<file path="src/rtl/fifo_param.sv">
// Parametrised single-clock FIFO with programmable thresholds, occupancy count and error pulses.
// Define FIFO_FWFT_EN for first-word-fall-through output; default is a registered 1-cycle read.
module fifo_param #(
    parameter int DATA_W    = 8,
    parameter int DEPTH     = 16,
    parameter int AF_THRESH = 14,
    parameter int AE_THRESH = 2
) (
    input  logic                     clk,
    input  logic                     rst,
    input  logic                     wr,
    input  logic                     rd,
    input  logic [DATA_W-1:0]        din,
    output logic [DATA_W-1:0]        dout,
    output logic                     empty,
    output logic                     full,
    output logic                     almost_empty,
    output logic                     almost_full,
    output logic [$clog2(DEPTH):0]   count,
    output logic                     overflow,
    output logic                     underflow
);

    localparam int PW = $clog2(DEPTH);
    localparam int CW = PW + 1;

    logic [DATA_W-1:0] mem [DEPTH];
    logic [PW-1:0]     wrop;
    logic [PW-1:0]     rdop;
    logic [CW-1:0]     cnt;
    logic              wr_ok;
    logic              rd_ok;

    // Acceptance is judged on the pre-edge flags, so a write to a full FIFO loses even with a read.
    always_comb begin
        wr_ok = wr & ~full;
        rd_ok = rd & ~empty;
    end

    // Flag decode straight from the count register.
    always_comb begin
        empty        = (cnt == {CW{1'b0}});
        full         = (cnt == CW'(DEPTH));
        almost_empty = (cnt <= CW'(AE_THRESH));
        almost_full  = (cnt >= CW'(AF_THRESH));
        count        = cnt;
    end

    // Storage array; cleared on reset so the read path never exposes X.
    always_ff @(posedge clk or posedge rst) begin
        if (rst) begin
            for (int i = 0; i < DEPTH; i++) begin
                mem[i] <= {DATA_W{1'b0}};
            end
        end else if (wr_ok) begin
            mem[wrop] <= din;
        end
    end

    // Pointers, occupancy and error pulses.
    always_ff @(posedge clk or posedge rst) begin
        if (rst) begin
            wrop      <= {PW{1'b0}};
            rdop      <= {PW{1'b0}};
            cnt       <= {CW{1'b0}};
            overflow  <= 1'b0;
            underflow <= 1'b0;
        end else begin
            if (wr_ok) begin
                wrop <= wrop + PW'(1);
            end
            if (rd_ok) begin
                rdop <= rdop + PW'(1);
            end
            case ({wr_ok, rd_ok})
                2'b10:   cnt <= cnt + CW'(1);
                2'b01:   cnt <= cnt - CW'(1);
                default: cnt <= cnt;
            endcase
            overflow  <= wr & full;
            underflow <= rd & empty;
        end
    end

`ifdef FIFO_FWFT_EN
    // Head entry is presented directly; a pop only advances rdop.
    always_comb begin
        if (empty) begin
            dout = {DATA_W{1'b0}};
        end else begin
            dout = mem[rdop];
        end
    end
`else
    // Registered read port: holds its value on every non-read cycle.
    always_ff @(posedge clk or posedge rst) begin
        if (rst) begin
            dout <= {DATA_W{1'b0}};
        end else if (rd_ok) begin
            dout <= mem[rdop];
        end
    end
`endif

endmodule

</file>
<file path="config.mk">
export PLATFORM = sky130hd
export DESIGN_NAME = fifo_param
export DESIGN_NICKNAME = d
export VERILOG_FILES = /design/src/rtl/fifo_param.sv
export SDC_FILE = /design/constraint.sdc
export NUM_CORES = 1
export LEC_CHECK = 0
export BUFFER_PORTS_ARGS = -buffer_cell sky130_fd_sc_hd__buf_4
export CAP_MARGIN = 20
export CORE_ASPECT_RATIO = 0.7
export CORE_UTILIZATION = 40
export DETAILED_ROUTE_END_ITERATION = 10
export HOLD_SLACK_MARGIN = 0.05
export PLACE_DENSITY = 0.62
export SLEW_MARGIN = 25
export SYNTH_ARGS = -nofsm -noshare
export SYNTH_HDL_FRONTEND = slang
export SYNTH_SLANG_ARGS = --single-unit
</file>
<file path="constraint.sdc">
create_clock -name clk -period 4.9 [get_ports clk]
set_clock_uncertainty 0.2 [all_clocks]
set_input_delay 0.245 -clock clk [delete_from_list [all_inputs] [get_ports clk]]
set_output_delay 0.245 -clock clk [all_outputs]
set_load 0.03 [all_outputs]
</file>
Word level (Yosys, flattened, before mapping)
Cells that the tools add are included.

Flip-flop bits (word level): 151. Output and inout port bits: 19. Logic and storage cells: 52.

$add $sub $neg: 4. Order comparisons: 5. Equal/unequal tests: 3. Multiplexer cells: 7. Bitwise gates (word level): 8. Reductions and logical operators: 3.

Operators by type and width (number): $bwmux 128 (1); $bmux 8 s4 (1); $demux 8 s4 (1); $mux 8 (3); $ge 5x5->1 const B (2); $not 4->5 (2); $pmux 5 s2 (1); $add 4x1->4 const B (2); $add 5x1->5 const B (1); $eq 5x5->1 const B (1); $ge 5x4->1 const B (1); $le 5x2->1 const B (1); $logic_not 5->1 (1); $lt 5x1->1 const B (1); $sub 5x1->5 const B (1); $and 1x1->1 (4); $eq 2x1->1 const B (1); $eq 2x2->1 const B (1); $not 1->1 (2); $reduce_bool 2->1 (1); $logic_and 1x1->1 (1).

Logic depth before layout (Yosys ltp)
Gate-level depths: netlist of run 1.

Depth in word-level cells: 6. Depth in mapped cells: 13. Gate-level depth less buffers: 10.

Least setup slack after synthesis of run 1
Ideal clock, no wire load.

Path kind: register to register. From: reg cnt[2], in the netlist count[2]. To: reg cnt[4], in the netlist count[4]. Setup time: 0.081 ns. Data arrival time: 2.881 ns. Required time: 4.619 ns. Setup slack: 1.737 ns. Stages on the path, launching flop included: 13. Buffers on the path: 2. Cell sequence: dfrtp_1 -> buf_6 -> or3_4 -> o31ai_4 -> inv_2 -> ha_1 -> buf_2 -> xor2_1 -> ha_1 -> a21oi_1 -> or3b_2 -> a31oi_1 -> xor2_1.

Word-level cells in the longest chain between the ends: 5. Elaborated cells on any way between the ends: 12. Those cells by class: 2 x add/sub; 3 x eq/ne; 1 x mux; 4 x bitwise; 2 x reduce/logical.

Ends and longest elaborated chain: from (decl) (RTL line 30) `logic [CW-1:0] cnt;`; from (signal assigned) (RTL line 65) `cnt <= {CW{1'b0}};`; from (signal assigned) (RTL line 76) `2'b10: cnt <= cnt + CW'(1);`; from (signal assigned) (RTL line 77) `2'b01: cnt <= cnt - CW'(1);`; $logic_not 5->1 * (RTL line 42) `empty = (cnt == {CW{1'b0}});`; $not 1->1 * (RTL line 37) `rd_ok = rd & ~empty;`; $and 1x1->1 * (RTL line 37); named net rd_ok (RTL line 32) `logic rd_ok;`; $eq 2x1->1 or $eq 2x2->1 (tied branches) (RTL line 75) `case ({wr_ok, rd_ok})`; $pmux 5 s2 or $reduce_bool 2->1 (tied branches).

Mark *: on every way through the listed nets, which the timed path passes. The rest lies on a longest branch. A chain may end at the register's enable or synchronous reset.

Worst setup path in the final report of run 1
Same ends and word-level chain as after synthesis.

==> results of run 1 <==
-- path summary, 6_finish.rpt --
path                            startpoint        to  slack [ns]  cells past startpoint
worst max-delay path              count[2]  count[4]        1.27                     10
worst min-delay path               mem[18]   mem[18]        0.30                      1
worst max register to register    count[2]  count[4]        1.27                     10
worst min register to register     mem[18]   mem[18]        0.30                      1
max in group asynchronous              rst  count[4]        3.11                      4
min in group asynchronous              rst   wrop[1]        0.31                      3
-- synth_stat cells (2+ instances only) --
cell	n	area share [%]
a21oi_1	4	0.28
a31oi_1	2	0.17
and3_1	2	0.17
buf_1	2	0.10
buf_2	9	0.63
buf_4	7	0.73
buf_6	3	0.47
clkbuf_1	9	0.47
dfrtp_1	151	53
ha_1	8	1.4
inv_1	5	0.26
mux2_2	127	20
mux2_4	2	0.42
mux2i_1	15	2.1
mux4_2	32	10
nand2_1	15	0.79
nand2b_1	2	0.17
nand3_2	8	1.1
nand3_4	4	0.98
nand4_1	2	0.17
nand4_2	2	0.35
nand4_4	2	0.59
nor2_1	5	0.26
nor2b_1	4	0.35
nor3_1	3	0.21
o21ai_0	2	0.14
o221ai_1	7	0.86
xnor2_1	7	0.86
xor2_1	5	0.61
-- logic make-up (layout without fill, tap and decap cells) --
logic type	count (synthesis)	in the layout	share of synthesized area [%]
flops	151	151	52.8
simple gates	56	56	5.99
fa+ha+maj	8	8	1.40
buf+inv	38	84	3.13
xor+xnor	12	12	1.47
mux	176	176	32.5
compound gates	21	21	2.71
-- flip-flops by register name, summed over array words and instances (netlist names) --
name / count
dout: 8
underflow: 1
overflow: 1
rdop: 4
wrop: 4
count: 5
mem: 128
-- stage by stage --
step                      instance area [µm²]  total power (µW)  setup WS, ns  hold slack (ns)  std cells
final                                    8210              5730          1.27            0.301        739
after global routing                     8210              6070          1.08            0.315        739
after CTS                                8210              5780          1.29            0.300        739
after detailed placement                 7530              4480          1.30            0.285        698
after global placement                   7530              4380          1.46            0.272        698
after floorplan                          7160              3950         0.390            0.174        462
-- final cells by class --
class | instances | area, µm²
Timing Repair Buffer | 48 | 388
Clock buffer | 22 | 464
Multi-Input combinational cell | 273 | 3160
Sequential cell | 151 | 3780
Clock inverter | 8 | 101
Inverter | 6 | 30.0
Tap cell | 231 | 289
Fill cell | 1540 | 9100
-- layer usage --
metal	part of all wire, %	wire length (µm)	up-vias
li1	-	-	1789
met1	48	7280	2141
met2	47	7060	66
met3	4.4	667	14
met4	1.0	154	0
met5	0	0	-
-- timing repair --
action                     4_1_cts  5_1_grt
hold endpoints to repair       246        0
buffers inserted                 0        0
hold buffers                    11        0
setup endpoints to repair        0        0
-- critical path: cells and delay by family (launching register included) --
family / cells / cell delay (ns)
flops: 1 / 0.47
buf+inv: 1 / 0.21
fa+ha+maj: 2 / 0.59
xor+xnor: 2 / 0.37
compound gates: 3 / 0.80
simple gates: 2 / 0.89
-- power groups by stage --
stage / combinational (µW) / clock [µW] / sequential [µW]
after floorplan: 1770 / 0 / 2180
after global placement: 2060 / 0 / 2320
after detailed placement: 2110 / 0 / 2370
after CTS: 2130 / 1300 / 2350
after global routing: 2290 / 1340 / 2440
final: 2110 / 1280 / 2350
==> metrics.txt, run 1 <==
Comb power frac 36.8%; CTS buffer count 17; crit path launch type flop; Tmin final 3.63 ns; class of the worst hold path reg2reg; DR DRC count 0; Post-synth EDFFs 0; final core utilization 47.4%; Final Slew Violations 0; final setup fails 0; internal power 3820 µW; Chip Height 114 µm; clk buf depth 2; critical path class reg2reg; CTS Sinks 151; met1 Track Usage GR 25.4%; Worst EP arrival 3.76 ns; die area 18,500 µm²; GRT Total Usage 18.0%; reported max-cap violation count 0; post-DR vias/cell 5.43; Final Hold Vio Count 0; area grow syn2layout 14.7%; via count 4,010; Synth Cell Area 7160 µm²; vias in the first global route 4,232; initial DRC count 251; gr busiest metal met2; YS warnings 0; Max FO, Critical Path 11; antenna viol nets, final 0; Rel. slew slack 31.7%; Sw Pwr 1910 µW; TritonCTS clock tree done; Congestion Overflow GR 0; outcome finished, final reports clean; worst path required time 5.03 ns; Sw Ratio 33.3%; CTS H-tree lvls 4; Die W 162 µm; setup_tns 0 ns; core area 17,300 µm²; CP Cell Sequence or3_4, o31ai_4, inv_2, ha_1, xor2_1, ha_1, a21oi_1, or3b_2, a31oi_1, xor2_1; Clock Latency Late Sink 0.42 ns; Initial Utilization 41.4%; Final Routed Wirelength 15,200 µm; ys flop type dfrtp_1; fin crit share 74.1%; Ports 31; maximum vdd drop 242 µV; share of power burned in the clock network 22.3%; fmax 0.275 GHz; initial antenna violation count 0; routability cong. 0.735; CP endpoint kind flop; # nets final 517; Seq/Total Area, Yosys 52.8%; Slew @ Worst Pin 1.02 ns; post-synth net total 482; leakage 0.00357 µW; commonest non-fill, non-tap cells in the layout 150 x dfrtp_1, 127 x mux2_2, 37 x buf_4; Pwr Density 698 nW/µm²; Post-Syn Instances 462; CTS root buffer clkbuf_16; Post-synth ARST share 100%; commonest non-fill, non-tap cell in the layout dfrtp_1; Avg Cell Area, Syn 15.5 µm²; first-pass GRT wire length 24,400 µm; #FFs+latches synth 151; ant diodes 0; synth unique cells 45; RSZ-0062 raised after global routing false; largest net degree at the start of global routing 116; met2 Use GR 27.4%; detailed placement HPWL 9870 µm; share of cells above drive strength 1 49.6%; Core Rows 40; TritonRoute pass-1 iters 4; part of the power in registers 41.0%; clk slew on worst S/H paths 0.06 ns; M3 GR Usage 4.69%; cts repair resizes 0; Buffers on Ports 30; CP max stage cell o31ai_4; drt wl/cell 20.5 µm; Worst path max stage delay 0.48 ns
No activity file was read; power rests on OpenSTA's default activity.
==> run 2, diff against run 1 <==
==> constraint.sdc (replaced) <==
create_clock -name clk -period 3.6 [get_ports clk]
set_clock_uncertainty 0.2 [all_clocks]
set_input_delay 0.18 -clock clk [delete_from_list [all_inputs] [get_ports clk]]
set_output_delay 0.18 -clock clk [all_outputs]
set_load 0.03 [all_outputs]
==> run 2 against run 1 <==
- critical path depth unchanged
- largest cell class unchanged
- setup slack worse by 0.87 ns
- utilization up 0.22 points
- final area up 0.46%
- fmax up 13%
- highest routed layer unchanged
- register-to-register slack worse by 0.87 ns
- via count down 0.42%
- wire length up 0.63%
- non-clock buffer count up 1
- hold slack worse by 0.0061 ns
- global-route usage down 0.060 points
- critical path type unchanged
==> metrics.txt, run 2 (synthesis gave the netlist of run 1 again) <==
Most flops, register mem; ant diodes 0 (unchanged); class of the worst hold path reg2reg; Ports 31 (unchanged); Initial Utilization 41.4% (unchanged); R2R Path Start count[2]; Final Routed Wirelength 15,300 µm (+0.63%); Core Rows 40 (unchanged); R2R setup slack 0.40 ns (-0.87 ns); worst hold path startpoint dout[3]; detailed placement HPWL 9670 µm (-2.0%); Pwr Density 947 nW/µm² (+36%); # fillers 1,512 (-1.8%); max FFs per register 128 (unchanged); Worst R2R Path Depth 10 (unchanged); TritonRoute pass-1 iters 4 (unchanged); via count 3,993 (-0.42%); DP Worst Slack 0.446 ns (-0.856 ns); maximum vdd drop 356 µV (+47%); core area 17,300 µm² (unchanged); Worst EP arrival 3.34 ns (-0.42 ns); fmax 0.312 GHz (+13%); Congestion Overflow GR 0 (unchanged); CTS H-tree lvls 4 (unchanged); CTS Sinks 151 (unchanged); vias in the first global route 4,094 (-3.3%); area grow syn2layout 15.2%; Tmin final 3.20 ns (-0.430 ns); antenna viol nets, final 0 (unchanged); critical path class reg2reg; first-pass GRT wire length 24,200 µm (-0.59%); WHS Path Cells 2 (+1); largest net degree at the start of global routing 152 (+31%); CTS root buffer clkbuf_16; cts repair resizes 0 (unchanged); CP endpoint kind flop; fin crit share 88.9% (+15 points); post-DR vias/cell 5.38 (-0.83%); reported max-cap violation count 0 (unchanged); commonest non-fill, non-tap cells in the layout 151 x dfrtp_1, 127 x mux2_2, 36 x buf_4; WHS Endpoint dout[3]; Rel. slew slack 46.5% (+15 points); routability cong. 0.813 (+11%); final setup margin 0.400 ns (-0.870 ns); Clock Latency Late Sink 0.42 ns (about the same); TritonCTS clock tree done; initial DRC count 276 (+10%); crit path launch type flop; leakage 0.00358 µW (+0.36%); initial antenna violation count 0 (unchanged); die area 18,500 µm² (unchanged); RSZ-0062 raised after global routing false; Slew @ Worst Pin 0.802 ns (-0.223 ns); clk buf depth 2 (unchanged); clk slew on worst S/H paths 0.06 ns (about the same); r2r endpoint count[4]; setup_tns 0 ns (unchanged); Final Hold Vio Count 0 (unchanged); drt wl/cell 20.6 µm (+0.23%); Buffers on Ports 30 (unchanged); DR DRC count 0 (unchanged); worst path required time 3.74 ns (-1.29 ns); share of cells above drive strength 1 50.3% (+0.69 points); Die W 162 µm (unchanged); final setup fails 0 (unchanged); # nets final 518 (+0.19%); CTS buffer count 17 (unchanged); Chip Height 114 µm (unchanged); Max FO, Critical Path 9 (-2); GRT Total Usage 18.0% (-0.060 points); outcome finished, final reports clean; commonest non-fill, non-tap cell in the layout dfrtp_1; Final Slew Violations 0 (unchanged)
==> run 2: timing repair <==
item | 4_1_cts | 5_1_grt
endpoints found under the hold margin | 285 | 0
setup buffers | 0 | 0
hold buffers | 11 | 0
==> run 2: stage by stage <==
step,instances,util (%),total power [µW],hold WS (ns),cell area [µm²]
floorplan,462,-,5380,0.109,7170
global placement,699,43.7,6000,0.204,7560
detailed placement,699,43.7,6130,0.219,7560
CTS,742,47.6,7890,0.299,8250
global route,742,47.6,8270,0.311,8250
finish,742,47.6,7810,0.295,8250
==> run 2: metal layers <==
layer / routed length, µm / track usage [%] / part of all wire, %
met1: 7610 / 26.8 / 50
met2: 6890 / 26.2 / 45
met3: 637 / 3.71 / 4.2
met4: 130 / 5.79 / 0.85
met5: 0 / 0 / 0
==> run 2: how the worst max path moves through the flow <==
stage                to  slack [ns]      from
3_3_place_gp   count[4]        0.53  count[2]
2_1_floorplan  count[4]        0.44  count[2]
6_report       count[4]        0.40  count[2]
5_1_grt        count[4]        0.22  count[2]
3_5_place_dp   count[4]        0.45  count[2]
4_1_cts        count[4]        0.42  count[2]
==> run 2: worst max-delay path, cell delays in order (launching register included) <==
cell and delay, ns:
dfrtp_1 0.49, or3_4 0.46, o31ai_4 0.20, inv_2 0.12
ha_1 0.31, xor2_1 0.18, ha_1 0.25, a21oi_1 0.09
or3b_2 0.44, a31oi_1 0.22, xor2_1 0.15
==> run 2: layout make-up <==
class	count	area, µm²	share of cell area, %
Timing Repair Buffer	49	420	5.10
Sequential cell	151	3780	45.8
Clock buffer	19	453	5.49
Multi-Input combinational cell	273	3160	38.3
Tap cell	231	289	3.50
Clock inverter	13	123	1.49
Inverter	6	26.3	0.319
==> run 2: report_power, final <==
group	switching, µW	total [µW]	internal, µW
Combinational	1350	3000	1650
Sequential	568	3090	2520
Clock	725	1720	994
Total	2650	7810	5170
==> run 3, diff against run 2 <==
--- a/config.mk
+++ b/config.mk
@@ -5,6 +5,7 @@
 export SDC_FILE = /design/constraint.sdc
 export NUM_CORES = 1
 export LEC_CHECK = 0
+export ABC_AREA = 1
 export BUFFER_PORTS_ARGS = -buffer_cell sky130_fd_sc_hd__buf_4
 export CAP_MARGIN = 20
 export CORE_ASPECT_RATIO = 0.7
==> run 3 against run 2 <==
- die area is 5.9% higher
- total power grew 5.0%
- critical path depth up 4
- count of clock-buffer cells in the layout unchanged
- setup slack gained 0.41 ns
- largest cell class unchanged
- critical endpoint unchanged
- largest power group is now combinational logic
- first-iteration DRC count up 110%
- via count rose by 52%
- combinational power grew 14%
- utilization is 1.0 points lower
==> metrics.txt, run 3 <==
Most flops, register mem; DR DRC count 0 (unchanged); Worst EP arrival 2.90 ns (-0.44 ns); detailed placement HPWL 11,400 µm (+18%); sequential cell area 3780 µm² (about the same); Final Slew Violations 0 (unchanged); TritonRoute pass-1 iters 5 (+1); drt wl/cell 15.1 µm (-27%); via count 6,083 (+52%); Rel. slew slack 39.5% (-7.0 points); R2R Path Start count[0]; antenna viol nets, final 0 (unchanged); cts repair resizes 0 (unchanged); first-pass GRT wire length 31,000 µm (+28%); clk slew on worst S/H paths 0.07 ns (about the same); CTS root buffer clkbuf_16; Congestion Overflow GR 0 (unchanged); Post-synth EDFFs 0 (unchanged); post-route insts no fill 1,232 (+66%); Tmin final 2.80 ns (-0.405 ns); Ports 31 (unchanged); core area 18,300 µm² (+5.8%); #FFs+latches synth 151 (unchanged); class of the worst hold path in2reg; commonest non-fill, non-tap cell in the layout nand2_1; met2 Use GR 32.2% (+6.0 points); TritonCTS clock tree done; crit path launch count[0]; outcome finished, final reports clean; Chip Height 117 µm (+2.9%); Pwr Density 960 nW/µm² (+1.4%); worst path required time 3.71 ns (-0.03 ns); Final Hold Vio Count 0 (unchanged); Synth Cell Area 7590 µm² (+6.0%); final setup fails 0 (unchanged); Initial Utilization 41.5% (+0.098 points); maximum vdd drop 331 µV (-7.1%); crit path launch type flop; CP endpoint kind flop; share of power burned in the clock network 22.7% (+0.7 points); Slew @ Worst Pin 0.907 ns (+0.105 ns); # nets final 1,003 (+94%); M3 GR Usage 3.19% (-0.51 points); R2R setup slack 0.80 ns (+0.41 ns); Sw Ratio 42.3% (+8.4 points); setup_tns 0 ns (unchanged); CTS H-tree lvls 4 (unchanged); # fillers 1,839 (+22%); Avg Cell Area, Syn 7.78 µm² (-50%); reported max-cap violation count 0 (unchanged); internal power 4730 µW (-8.4%); Die W 167 µm (+2.9%); Max FO, Critical Path 15 (+6); Post-Syn Instances 976 (+110%); Post-synth ARST share 100% (unchanged); ant diodes 0 (unchanged); clk buf depth 2 (unchanged); part of the power in registers 35.8% (-3.8 points); met1 Track Usage GR 29.5% (+2.7 points); Core Rows 41 (+2.5%); post-DR vias/cell 4.94 (-8.2%); placed insts 1,197 (+71%); top post-synthesis cells by count 348 x nand2_1, 151 x dfrtp_1, 129 x inv_1; GRT Total Usage 20.6% (+2.6 points); CTS Sinks 151 (unchanged); routability cong. 0.909 (+12%); YS warnings 0 (unchanged); max FFs per register 128 (unchanged); initial antenna violation count 0 (unchanged); area grow syn2layout 12.5%; multi-input logic area 3020 µm² (-4.5%); Yosys top cell area share 49.8% (-3.0 points); top cells by area, synth dfrtp_1 50%, nand2_1 17%, nand3_1 6.9%, inv_1 6.4%, o21ai_0 4.5%; worst hold path startpoint din[4]; largest net degree at the start of global routing 152 (unchanged); leading area contributor after synthesis dfrtp_1; fin crit share 77.6% (-11 points); vias in the first global route 5,734 (+40%); commonest non-fill, non-tap cells in the layout 348 x nand2_1, 150 x dfrtp_1, 127 x inv_1; ys flop type dfrtp_1; Buffers on Ports 30 (unchanged); critical path class reg2reg; Seq/Total Area, Yosys 49.8% (-3.0 points); Hold Slack 0.134 ns (-0.161 ns); Final Routed Wirelength 18,600 µm (+22%); share of cells above drive strength 1 9.64% (-41 points); Comb power frac 41.5% (+3.1 points); Sw Pwr 3470 µW (+31%); count leader, synth nand2_1; CTS buffer count 17 (unchanged); synth unique cells 30 (-33%); post-synth net total 996 (+110%); gr busiest metal met2; fmax 0.358 GHz (+14%); initial DRC count 578 (+110%); RSZ-0062 raised after global routing false; leakage 0.00443 µW (+24%); Clock Latency Late Sink 0.42 ns (about the same); die area 19,500 µm² (+5.9%)
==> run 3: logic make-up after synthesis <==
logic type	count (synthesis)	synth area share (%)
buf+inv	186	10.5
xor+xnor	10	1.15
fa+ha+maj	8	1.32
compound gates	137	9.13
flops	151	49.8
simple gates	484	28.1
==> run 3: worst max-delay path, stage by stage, from the launching register on <==
cell and delay, ns:
dfrtp_1 0.48, inv_1 0.13, nand4_1 0.17, nand2_2 0.16, inv_1 0.33, ha_1 0.34, xor2_1 0.24, ha_1 0.18
inv_1 0.03, nand2_1 0.08, nand3_1 0.10, nand3_1 0.08, nand2_1 0.05, nand2_1 0.05, nand2_1 0.05
==> run 3: what timing repair did <==
item | 4_1_cts | 5_1_grt
hold endpoints to repair | 163 | 0
buffers inserted | 0 | 0
hold buffers | 3 | 0
==> run 3: per-layer routing <==
layer | share of wire [%] | routed length (µm)
met5 | 0 | 0
met4 | 1.0 | 189
met3 | 4.9 | 919
met2 | 44 | 8160
met1 | 50 | 9320
==> run 3: final timing paths <==
path | depth (start not counted) | end
max | 14 | count[4]
min | 3 | mem[60]
max reg2reg | 14 | count[4]
min reg2reg | 2 | mem[114]
max in group asynchronous | 4 | rdop[0]
min in group asynchronous | 4 | mem[62]
==> run 3: power groups by stage <==
stage	sequential (µW)	clock, µW	combinational [µW]
2_1_floorplan	2950	0	2470
3_3_place_gp	2930	0	3370
3_5_place_dp	2940	0	3410
4_1_cts	2930	1880	3430
5_1_grt	3030	1950	3910
6_report	2930	1860	3410
==> run 3: final cells by class <==
cell class	instances	share of cell area (%)
sequential	151	44.3
multi-input combinational	639	35.3
inverter	134	5.99
clock buffer	19	5.07
timing repair buffer	40	3.90
tap	236	3.46
clock inverter	13	2.02
==> run 3: through the flow <==
| step | setup slack [ns] | total power, µW | utilization (%) | area (µm²) |
|---|---|---|---|---|
| 2_1_floorplan | 0.956 | 5430 | - | 7600 |
| 3_5_place_dp | 0.806 | 6350 | 43.2 | 7910 |
| 3_3_place_gp | 0.870 | 6310 | 43.2 | 7910 |
| 4_1_cts | 0.788 | 8240 | 46.6 | 8540 |
| 5_1_grt | 0.449 | 8900 | 46.6 | 8540 |
| 6_report | 0.805 | 8200 | 46.6 | 8540 |
